--- config.mk ---
export PLATFORM = sky130hd
export DESIGN_NAME = fwd_lkp_arb_flat
export DESIGN_NICKNAME = d
export VERILOG_FILES = /design/src/rtl/fwd_lkp_arb_pkg.sv /design/src/rtl/fwd_lkp_arb_if.sv /design/src/rtl/fwd_lkp_arb_rr.sv /design/src/rtl/fwd_lkp_arb.sv /design/src/flat_wrapper.sv
export SDC_FILE = /design/constraint.sdc
export NUM_CORES = 1
export LEC_CHECK = 0
export BUFFER_PORTS_ARGS = -buffer_cell sky130_fd_sc_hd__buf_2
export CORE_MARGIN = 2
export CORE_UTILIZATION = 38
export DETAILED_ROUTE_END_ITERATION = 10
export HOLD_SLACK_MARGIN = 0.08
export PLACE_DENSITY = 0.67
export SLEW_MARGIN = 10
export SYNTH_ARGS = -nofsm -noshare
export SYNTH_HDL_FRONTEND = slang
export SYNTH_SLANG_ARGS = --single-unit
--- constraint.sdc ---
create_clock -name clk -period 5.8 [get_ports clk]
set_input_delay 1.16 -clock clk [delete_from_list [all_inputs] [get_ports clk]]
set_output_delay 1.16 -clock clk [all_outputs]
set_load 0.05 [all_outputs]
--- src/rtl/fwd_lkp_arb_pkg.sv ---
// Shared constants, tag type and round-robin pointer helpers for the forwarding-lookup arbiter.
package fwd_lkp_arb_pkg;
    localparam int CHANNEL_NUM = 4;
    localparam int FWD_AW      = 8;
    localparam int FWD_DW      = 12 + CHANNEL_NUM;
    localparam int IDX_W       = 3;

    typedef logic [IDX_W-1:0] req_idx_t;

    typedef struct packed {
        logic     vld;
        req_idx_t idx;
    } tag_t;

    // k-th candidate of a rotation over lo..lo+span-1 that starts at base
    function automatic req_idx_t rr_cand(input req_idx_t base, input int k, input int lo, input int span);
        return req_idx_t'(lo + ((int'(base) - lo + k) % span));
    endfunction

    function automatic req_idx_t wrap_inc(input req_idx_t g, input int lo, input int hi);
        return (int'(g) == hi) ? req_idx_t'(lo) : req_idx_t'(int'(g) + 1);
    endfunction
endpackage

--- src/rtl/fwd_lkp_arb_if.sv ---
// Requester handshake plus forwarding-table read port of the lookup arbiter.
interface fwd_lkp_arb_if import fwd_lkp_arb_pkg::*; #(
    parameter int REQ_NUM = 4,
    parameter int AW      = FWD_AW,
    parameter int DW      = FWD_DW
);
    logic [REQ_NUM-1:0]    req_vld;
    logic [REQ_NUM*AW-1:0] req_addr;
    logic [REQ_NUM-1:0]    req_rdy;
    logic [REQ_NUM-1:0]    rsp_vld;
    logic [DW-1:0]         rsp_data;
    logic                  fwd_rden;
    logic [AW-1:0]         fwd_addr;
    logic [DW-1:0]         fwd_data;
    logic                  busy;

    modport slave (
        input  req_vld, req_addr, fwd_data,
        output req_rdy, rsp_vld, rsp_data, fwd_rden, fwd_addr, busy
    );

    modport master (
        output req_vld, req_addr, fwd_data,
        input  req_rdy, rsp_vld, rsp_data, fwd_rden, fwd_addr, busy
    );
endinterface

--- src/rtl/fwd_lkp_arb_rr.sv ---
// Combinational round-robin grant with its pointer register.
// FWD_ARB_PRIO_EN: requester 0 gets strict priority, the rest rotate over 1..REQ_NUM-1.
module fwd_rr_arb import fwd_lkp_arb_pkg::*; #(
    parameter int REQ_NUM = 4
) (
    input  logic               clk,
    input  logic               rst,
    input  logic [REQ_NUM-1:0] req,
    input  logic               take,
    output logic [REQ_NUM-1:0] gnt,
    output req_idx_t           idx
);
`ifdef FWD_ARB_PRIO_EN
    localparam int RR_LO = 1;
`else
    localparam int RR_LO = 0;
`endif
    localparam int                 RR_SPAN  = REQ_NUM - RR_LO;
    localparam req_idx_t           PTR_RST  = req_idx_t'(RR_LO);
    localparam logic [REQ_NUM-1:0] ONE_HOT0 = {{(REQ_NUM-1){1'b0}}, 1'b1};

    req_idx_t           ptr_r;
    req_idx_t           ptr_next_s;
    req_idx_t           cand_s;
    req_idx_t           rr_idx_s;
    logic [REQ_NUM-1:0] rr_gnt_s;
    logic               found_s;
    logic               hit_s;

    // first requesting candidate of the rotation starting at ptr_r
    always_comb begin
        rr_gnt_s = '0;
        rr_idx_s = '0;
        found_s  = 1'b0;
        cand_s   = '0;
        hit_s    = 1'b0;
        for (int k = 0; k < RR_SPAN; k++) begin
            cand_s = rr_cand(ptr_r, k, RR_LO, RR_SPAN);
            for (int i = RR_LO; i < REQ_NUM; i++) begin
                hit_s       = !found_s && (cand_s == req_idx_t'(i)) && req[i];
                rr_gnt_s[i] = rr_gnt_s[i] | hit_s;
                rr_idx_s    = hit_s ? cand_s : rr_idx_s;
                found_s     = found_s | hit_s;
            end
        end
    end

`ifdef FWD_ARB_PRIO_EN
    assign gnt = req[0] ? ONE_HOT0 : rr_gnt_s;
    assign idx = req[0] ? req_idx_t'(0) : rr_idx_s;
`else
    assign gnt = rr_gnt_s;
    assign idx = rr_idx_s;
`endif

    // requester-0 priority grants never move the rotation
    always_comb begin
        ptr_next_s = (take && (int'(idx) >= RR_LO)) ? wrap_inc(idx, RR_LO, REQ_NUM - 1) : ptr_r;
    end

    // pointer register
    always_ff @(posedge clk) begin
        if (rst) begin
            ptr_r <= PTR_RST;
        end else begin
            ptr_r <= ptr_next_s;
        end
    end

    wire unused_ok = &{1'b0, ONE_HOT0};
endmodule

--- src/rtl/fwd_lkp_arb.sv ---
// Shares the forwarding-table lookup port among REQ_NUM engines and routes data back by tag.
// Build option FWD_ARB_PRIO_EN selects strict priority for requester 0 (see fwd_rr_arb).
module fwd_lkp_arb import fwd_lkp_arb_pkg::*; #(
    parameter int REQ_NUM = 4,
    parameter int LKP_LAT = 1,
    parameter int AW      = FWD_AW,
    parameter int DW      = FWD_DW
) (
    input logic         clk,
    input logic         rst,
    fwd_lkp_arb_if.slave bus
);
    logic [REQ_NUM-1:0] req_m_s;
    logic [REQ_NUM-1:0] gnt_s;
    req_idx_t           gnt_idx_s;
    logic               take_s;
    logic [AW-1:0]      sel_addr_s;

    logic               fwd_rden_r;
    logic [AW-1:0]      fwd_addr_r;
    req_idx_t           issue_idx_r;
    tag_t               pipe_r [LKP_LAT];
    tag_t               last_s;
    logic               pipe_any_s;
    logic [REQ_NUM-1:0] rsp_dec_s;
    logic [REQ_NUM-1:0] rsp_vld_r;
    logic [DW-1:0]      rsp_data_r;

    // no grants while reset is held
    assign req_m_s = bus.req_vld & {REQ_NUM{~rst}};
    assign take_s  = |gnt_s;

    fwd_rr_arb #(.REQ_NUM(REQ_NUM)) u_rr (
        .clk  (clk),
        .rst  (rst),
        .req  (req_m_s),
        .take (take_s),
        .gnt  (gnt_s),
        .idx  (gnt_idx_s)
    );

    // one-hot address mux driven by the grant
    always_comb begin
        sel_addr_s = '0;
        for (int i = 0; i < REQ_NUM; i++) begin
            sel_addr_s = sel_addr_s | (bus.req_addr[i*AW +: AW] & {AW{gnt_s[i]}});
        end
    end

    // issue stage: table read enable, address and owner of the read
    always_ff @(posedge clk) begin
        if (rst) begin
            fwd_rden_r  <= 1'b0;
            fwd_addr_r  <= '0;
            issue_idx_r <= '0;
        end else begin
            fwd_rden_r  <= take_s;
            fwd_addr_r  <= take_s ? sel_addr_s : fwd_addr_r;
            issue_idx_r <= take_s ? gnt_idx_s : issue_idx_r;
        end
    end

    // tag pipeline fed from the issued read so the last stage lines up with fwd_data
    always_ff @(posedge clk) begin
        if (rst) begin
            for (int i = 0; i < LKP_LAT; i++) begin
                pipe_r[i] <= '0;
            end
        end else begin
            pipe_r[0] <= tag_t'{vld: fwd_rden_r, idx: issue_idx_r};
            for (int i = 1; i < LKP_LAT; i++) begin
                pipe_r[i] <= pipe_r[i-1];
            end
        end
    end

    // response decode and in-flight summary
    always_comb begin
        last_s     = pipe_r[LKP_LAT-1];
        pipe_any_s = 1'b0;
        for (int i = 0; i < LKP_LAT; i++) begin
            pipe_any_s = pipe_any_s | pipe_r[i].vld;
        end
        for (int i = 0; i < REQ_NUM; i++) begin
            rsp_dec_s[i] = last_s.vld && (last_s.idx == req_idx_t'(i));
        end
    end

    // response register
    always_ff @(posedge clk) begin
        if (rst) begin
            rsp_vld_r  <= '0;
            rsp_data_r <= '0;
        end else begin
            rsp_vld_r  <= rsp_dec_s;
            rsp_data_r <= last_s.vld ? bus.fwd_data : rsp_data_r;
        end
    end

    assign bus.req_rdy  = gnt_s;
    assign bus.fwd_rden = fwd_rden_r;
    assign bus.fwd_addr = fwd_addr_r;
    assign bus.rsp_vld  = rsp_vld_r;
    assign bus.rsp_data = rsp_data_r;
    assign bus.busy     = fwd_rden_r | pipe_any_s | (|rsp_vld_r);
endmodule

--- src/flat_wrapper.sv ---
// flat-port wrapper written by rule: the top's interface ports become plain ports
module fwd_lkp_arb_flat import fwd_lkp_arb_pkg::*;
#(
    parameter int REQ_NUM = 4,
    parameter int LKP_LAT = 1,
    parameter int AW      = FWD_AW,
    parameter int DW      = FWD_DW
)
  (clk, rst, bus_req_vld, bus_req_addr, bus_fwd_data, bus_req_rdy, bus_rsp_vld, bus_rsp_data, bus_fwd_rden, bus_fwd_addr, bus_busy);
  fwd_lkp_arb_if #(.REQ_NUM(REQ_NUM), .AW(AW), .DW(DW)) bus_i ();
  input logic clk;
  input logic rst;
  input wire logic [$bits(bus_i.req_vld)-1:0] bus_req_vld;
  input wire logic [$bits(bus_i.req_addr)-1:0] bus_req_addr;
  input wire logic [$bits(bus_i.fwd_data)-1:0] bus_fwd_data;
  output wire logic [$bits(bus_i.req_rdy)-1:0] bus_req_rdy;
  output wire logic [$bits(bus_i.rsp_vld)-1:0] bus_rsp_vld;
  output wire logic [$bits(bus_i.rsp_data)-1:0] bus_rsp_data;
  output wire logic [$bits(bus_i.fwd_rden)-1:0] bus_fwd_rden;
  output wire logic [$bits(bus_i.fwd_addr)-1:0] bus_fwd_addr;
  output wire logic [$bits(bus_i.busy)-1:0] bus_busy;
  assign bus_i.req_vld = bus_req_vld;
  assign bus_i.req_addr = bus_req_addr;
  assign bus_i.fwd_data = bus_fwd_data;
  assign bus_req_rdy = bus_i.req_rdy;
  assign bus_rsp_vld = bus_i.rsp_vld;
  assign bus_rsp_data = bus_i.rsp_data;
  assign bus_fwd_rden = bus_i.fwd_rden;
  assign bus_fwd_addr = bus_i.fwd_addr;
  assign bus_busy = bus_i.busy;
  fwd_lkp_arb #(.REQ_NUM(REQ_NUM), .LKP_LAT(LKP_LAT), .AW(AW), .DW(DW)) u_core (.clk(clk), .rst(rst), .bus(bus_i));
endmodule
==> results.ini, run 1 <==
[layout]
layout-drive-gt1-share_pct = 36.7
area_delta_synth_final_pct = 28.6
fin_nets = 351
fill_cells = 488
num_antenna_cells = 0
post-route-util_pct = 49.8

[worst_hold_path]
hp-class = flop to flop
hold_depth = 1

[sta]
maxSlewViolCount = 0
max_slew_margin_pct = 37.3
setup_slack_ps = 1400
tns_ps = 0
period_share_pct = 75.9
tightest_slew_ps = 939
skew_ps = 5.10
fmax_mhz = 227
setup_viol = 0
final.min_clock_period_ps = 4400
finalHoldViolCount = 0
rsz0062_at_grt = false

[logic_synthesis]
synth_edf_count = 0
seq_area_frac_synth_pct = 37.1
ys_ff_latch = 36
postSynthAreaPerCell_sq_um = 9.24
synth_warnings = 0
yosysTopAreaCellShare_pct = 37.1
synth_area_leaders = dfxtp_1 (37%), mux2i_1 (8.3%), a22oi_1 (7.4%), ha_1 (5.2%), nor2_1 (4.4%)
synthFlopType = dfxtp_1
syn_area_sq_um = 1940
syn-num-nets = 272
synth_common_cells = dfxtp_1 (36), nor2_1 (23), a22oi_1 (19)
syn_inst = 210
yosysTopAreaCell = dfxtp_1
yosysUniqueCellTypes = 48
synth-async-reset-ratio_pct = 0
synth.most_common_cell = dfxtp_1

[setup_path]
critPathMaxFanout = 12
slowest_delay_ps = 520
crit_type = primary input to output pin
crit_arrival_ps = 3240
crit_top_cell = buf_2
crit_slowest_cell = o41a_1
path_cells = buf_2 > a22oi_1 > nand3_2 > o41a_1 > nor2_2 > buf_2
path_depth = 6
end_kind = output pin
worstSetupStartpointType = primary input
cp_data_required_time_ps = 4640
crit_family = compound AO/OA/AOI/OAI gates
critPathBufInv = 2
ff2ff_path_depth = 9

[global_route]
grt_pass1_wl_um = 7710
grt_overflow_total = 0
grt_usage_pct = 17.5
grt_pass1_vias = 1645
antenna_found_initial = 0
grt_max_degree = 39

[power_and_ir_drop]
p_seq_share_pct = 26.9
switchingPower_uw = 667
power-per-cell-area_nw_per_um2 = 544
clkPwrFrac_pct = 13.7
comb_power_share_pct = 59.4
peakVddDrop_mv = 0.300
switching_share_pct = 49.1
p_int_uw = 691
p_leak_nw = 1.13

[flow_run]
drv_cap = 0

[clock_tree]
clock_sinks = 36
clockBufferDepth = 2
cts-root-buf = clkbuf_8
cts_hold_buffers = 0
cts_tree = yes
cts_made_buffers = 5
post_cts_buffers = 0
cts.reportedPaths.clkPinSlew_ps = 60
cts_max_level = 2
clk_latency_ps = 280
post_cts_resized = 0

[detailed_routing]
ant_nets = 0
dr.pass1.iters = 5
wl_met3_um = 265
highest_layer = met4
met2_length_um = 2490
wl_per_cell_um = 13.8
drt_wl_total_um = 4970
vias_per_cell = 5.34
drc = 0
vias = 1917
drt_iter0_markers = 102
met1Wirelength_um = 2160

[outcome]
status = finished, final reports clean

[placed_design]
gp_congestion = 0.880
place_ws_ps = 1420
post-dp-hpwl_um = 3670
io_buffers = 87

[die]
die_area_sq_um = 5690
io_pins = 88
start_util_pct = 38.7
core.rowCount = 26
dieHeight_um = 75.5
die_w_um = 75.5
coreArea_sq_um = 5010

-- cells in the final DEF (no fill, tap or decap), types with 2 or more instances in the layout --
| cell | synthesis | routed |
|---|---|---|
| buf_2 | 3 | 87 |
| dfxtp_1 | 36 | 36 |
| nor2_1 | 23 | 23 |
| a22oi_1 | 19 | 19 |
| mux2i_1 | 16 | 16 |
| nand2_1 | 12 | 12 |
| nor3_1 | 12 | 12 |
| ha_1 | 8 | 8 |
| a311oi_1 | 7 | 7 |
| clkbuf_8 | 0 | 7 |
| a222oi_1 | 5 | 5 |
| a21oi_1 | 5 | 5 |
| a31oi_1 | 4 | 4 |
| nor2b_1 | 4 | 4 |
| a21o_1 | 3 | 3 |
| inv_1 | 3 | 3 |
| o21ai_0 | 2 | 2 |
| nand3b_1 | 2 | 2 |
| nor2_2 | 2 | 2 |
| nand4_1 | 2 | 2 |
| a22o_1 | 2 | 2 |
| a311oi_2 | 2 | 2 |
| a211oi_1 | 2 | 2 |
-- flip-flops by register name, indices dropped and copies added, names as in the netlist, named ones only --
signal               count
u_core.bus.fwd_addr      8
u_core.bus.fwd_rden      1
u_core.bus.rsp_data     16
u_core.bus.rsp_vld       4
u_core.issue_idx_r       2
u_core.pipe_r            3
u_core.u_rr.ptr_r        1
-- cell families after synthesis --
kind of cell	count (synthesis)	share of synthesized area, %
mux	17	9.03
fa+ha+maj	8	5.16
simple gates	64	16.1
compound gates	63	27.2
xor+xnor	1	0.451
buf+inv	21	4.90
flops	36	37.1
-- power groups by stage --
stage / clock network (mW) / registers (mW) / logic (mW)
2_1_floorplan: 0 / 0.514 / 0.490
3_3_place_gp: 0 / 0.368 / 0.798
3_5_place_dp: 0 / 0.371 / 0.804
4_1_cts: 0.191 / 0.366 / 0.807
5_1_grt: 0.206 / 0.374 / 0.880
6_report: 0.186 / 0.365 / 0.806
-- per-stage QoR --
stage / hold WS (ps) / cell area [sq um] / cells / power (mW)
after floorplan: 422 / 1940 / 210 / 1.00
after global placement: 439 / 2400 / 352 / 1.17
after detailed placement: 442 / 2400 / 352 / 1.17
after CTS: 459 / 2500 / 359 / 1.36
after global routing: 483 / 2500 / 359 / 1.46
final: 455 / 2500 / 359 / 1.36
-- final cells by class --
class	count	area, sq um	area share (%)
inverters	5	23.8	0.952
flip-flops and latches	36	721	28.9
repair buffers	88	443	17.7
clock buffers	7	96.3	3.86
multi-input cells	153	1120	45.1
well taps	70	87.6	3.51
-- routing by layer --
| layer | track usage [%] | vias up |
|---|---|---|
| li1 | - | 962 |
| met1 | 22.1 | 876 |
| met2 | 29.4 | 73 |
| met3 | 5.03 | 6 |
| met4 | 4.48 | 0 |
| met5 | 0 | - |
-- final timing paths --
path                  startpoint               endpoint  slack (ps)
max reg2reg                 flop  u_core.issue_idx_r[1]        2670
max               bus_req_vld[3]         bus_req_rdy[0]        1400
min          u_core.pipe_r[0][1]  u_core.bus.rsp_vld[1]         460
min reg2reg  u_core.pipe_r[0][1]  u_core.bus.rsp_vld[1]         460
-- worst register-to-register path: cells and delay by family, from the launching register on --
family	cells	cell delay, ps
AO/OA/AOI/OAI	3	1390
flip-flops	1	470
adder cells (fa/ha/maj)	1	300
multiplexers	1	300
buffers and inverters	2	290
AND/OR/NAND/NOR	2	290
Note: power is estimated with default switching activity, not from simulation.
==> run 2: changes to the inputs <==
- PLACE_DENSITY: 0.67 -> 0.69
- clock period: 5.8 -> 3.6 ns (I/O delays scaled with it)
==> results.ini, run 2 (synthesis gave the netlist of run 1 again) <==
[layout]
fill_cells = 504  ; +3.3%
largest_reg_flops = 16  ; unchanged
post-route-util_pct = 50.9  ; +1.0 points
layout-drive-gt1-share_pct = 38.9  ; +2.2 points
fin_cells = 368  ; +2.5%
fin_area_sq_um = 2550  ; +2.1%
fin_nets = 359  ; +2.3%
num_antenna_cells = 0  ; unchanged
mostFrequentLayoutCells = buf_2 (87), dfxtp_1 (35), nor2_1 (23)
area_delta_synth_final_pct = 31.3
layout_commonest_cell = buf_2

[clock_tree]
cts.reportedPaths.clkPinSlew_ps = 70  ; about the same
clk_latency_ps = 280  ; about the same
cts_tree = yes
clock_sinks = 36  ; unchanged
clockBufferDepth = 2  ; unchanged
cts_made_buffers = 5  ; unchanged
cts_max_level = 2  ; unchanged
cts_hold_buffers = 0  ; unchanged
cts-root-buf = clkbuf_8

[placed_design]
post-dp-hpwl_um = 3750  ; +2.1%
io_buffers = 87  ; unchanged
post-place-cells = 358  ; +1.7%
gp_congestion = 0.884  ; +0.47%
place_ws_ps = 320  ; -1100 ps
placed_cell_area_sq_um = 2440  ; +1.9%

[setup_path]
end_kind = output pin
rr_startpoint = u_core.u_rr.ptr_r[1]
crit_arrival_ps = 2700  ; -540 ps
ff2ff_setup_slack_ps = 600  ; -2070 ps
ff2ff_path_depth = 10  ; +1
reg2reg_to = u_core.issue_idx_r[1]
startpoint = u_core.u_rr.ptr_r[1]
worstSetupStartpointType = flop
cp_data_required_time_ps = 2880  ; -1760 ps
crit_type = flop to output pin
worstSetupEndpoint = bus_req_rdy[0]
critPathMaxFanout = 7  ; -5

[sta]
period_share_pct = 95.1
fmax_mhz = 292
setup_slack_ps = 175  ; -1220 ps
finalHoldViolCount = 0  ; unchanged
rsz0062_at_grt = false
max_slew_margin_pct = 39.5  ; +2.2 points
maxSlewViolCount = 0  ; unchanged
setup_viol = 0  ; unchanged
skew_ps = 4.12  ; -0.982 ps
tightest_slew_ps = 885  ; -54.5 ps
final.min_clock_period_ps = 3420
timing.hold.ws_ps = 456  ; +1.12 ps
tns_ps = 0  ; unchanged

[die]
die_area_sq_um = 5690  ; unchanged
io_pins = 88  ; unchanged
dieHeight_um = 75.5  ; unchanged
die_w_um = 75.5  ; unchanged
start_util_pct = 38.7  ; unchanged
coreArea_sq_um = 5010  ; unchanged
core.rowCount = 26  ; unchanged

[power_and_ir_drop]
p_leak_nw = 1.17  ; +3.3%
power-per-cell-area_nw_per_um2 = 868  ; +60%
peakVddDrop_mv = 0.462  ; +54%
total_power_mw = 2.21  ; +63%

[global_route]
grt_overflow_total = 0  ; unchanged
grt_pass1_wl_um = 7760  ; +0.62%
grt_pass1_vias = 1704  ; +3.6%
grt_usage_pct = 17.3  ; -0.16 points
antenna_found_initial = 0  ; unchanged
grt_max_degree = 25  ; -36%

[outcome]
status = finished, final reports clean

[worst_hold_path]
hp-class = flop to flop

[detailed_routing]
drc = 0  ; unchanged
wl_per_cell_um = 13.7  ; -1.0%
vias_per_cell = 5.34  ; about the same
drt_wl_total_um = 5040  ; +1.5%
ant_nets = 0  ; unchanged
dr.pass1.iters = 4  ; -1
drt_iter0_markers = 90  ; -12%
vias = 1964  ; +2.5%

[flow_run]
drv_cap = 0  ; unchanged

==> run 2: where the power goes <==
part	internal (mW)	leakage, nW	switching (mW)	total, mW
Combinational	0.472	0.823	0.897	1.37
Clock	0.135	0.0479	0.137	0.271
Sequential	0.506	0.296	0.0661	0.573
==> run 2: final cells by class <==
type                    instances  area [sq um]  share of cell area, %
repair buffers                 96           503                   19.7
inverters                       5          23.8                  0.933
multi-input cells             153          1120                   44.1
flip-flops and latches         36           722                   28.3
clock buffers                   5          68.8                   2.70
clock inverters                 3          18.8                  0.736
well taps                      70          87.6                   3.44
==> run 2: how the worst min path moves through the flow <==
stage	slack, ps	end	depth (start not counted)	start
6_report	460	u_core.bus.rsp_vld[1]	1	u_core.pipe_r[0][1]
5_1_grt	470	u_core.pipe_r[0][0]	1	u_core.issue_idx_r[0]
4_1_cts	450	u_core.bus.rsp_vld[1]	1	u_core.pipe_r[0][1]
3_5_place_dp	440	u_core.bus.rsp_vld[2]	1	u_core.pipe_r[0][0]
3_3_place_gp	440	u_core.bus.rsp_vld[2]	1	u_core.pipe_r[0][0]
2_1_floorplan	420	u_core.bus.rsp_vld[2]	1	u_core.pipe_r[0][0]
==> run 2: metal layers <==
metal	share of wire, %	GRT usage (%)	vias to the layer above
li1	-	-	973
met1	43	21.7	883
met2	48	29.8	99
met3	8.2	3.70	9
met4	1.5	5.26	0
met5	0	0	-
==> run 2: timing repair <==
action / 4_1_cts / 5_1_grt
buffers inserted: 1 / 1
gates cloned: 0 / 0
gates resized for setup: 0 / 1
pin swaps: 1 / 1
setup endpoints to repair: 1 / 4
==> run 2: worst max-delay path, stage by stage (launching register included) <==
cell      delay, ps
dfxtp_1         420
inv_1           160
ha_1            280
a222oi_1        330
buf_4           170
nand3_2         140
o41a_1          510
nor2_2          140
buf_2           280
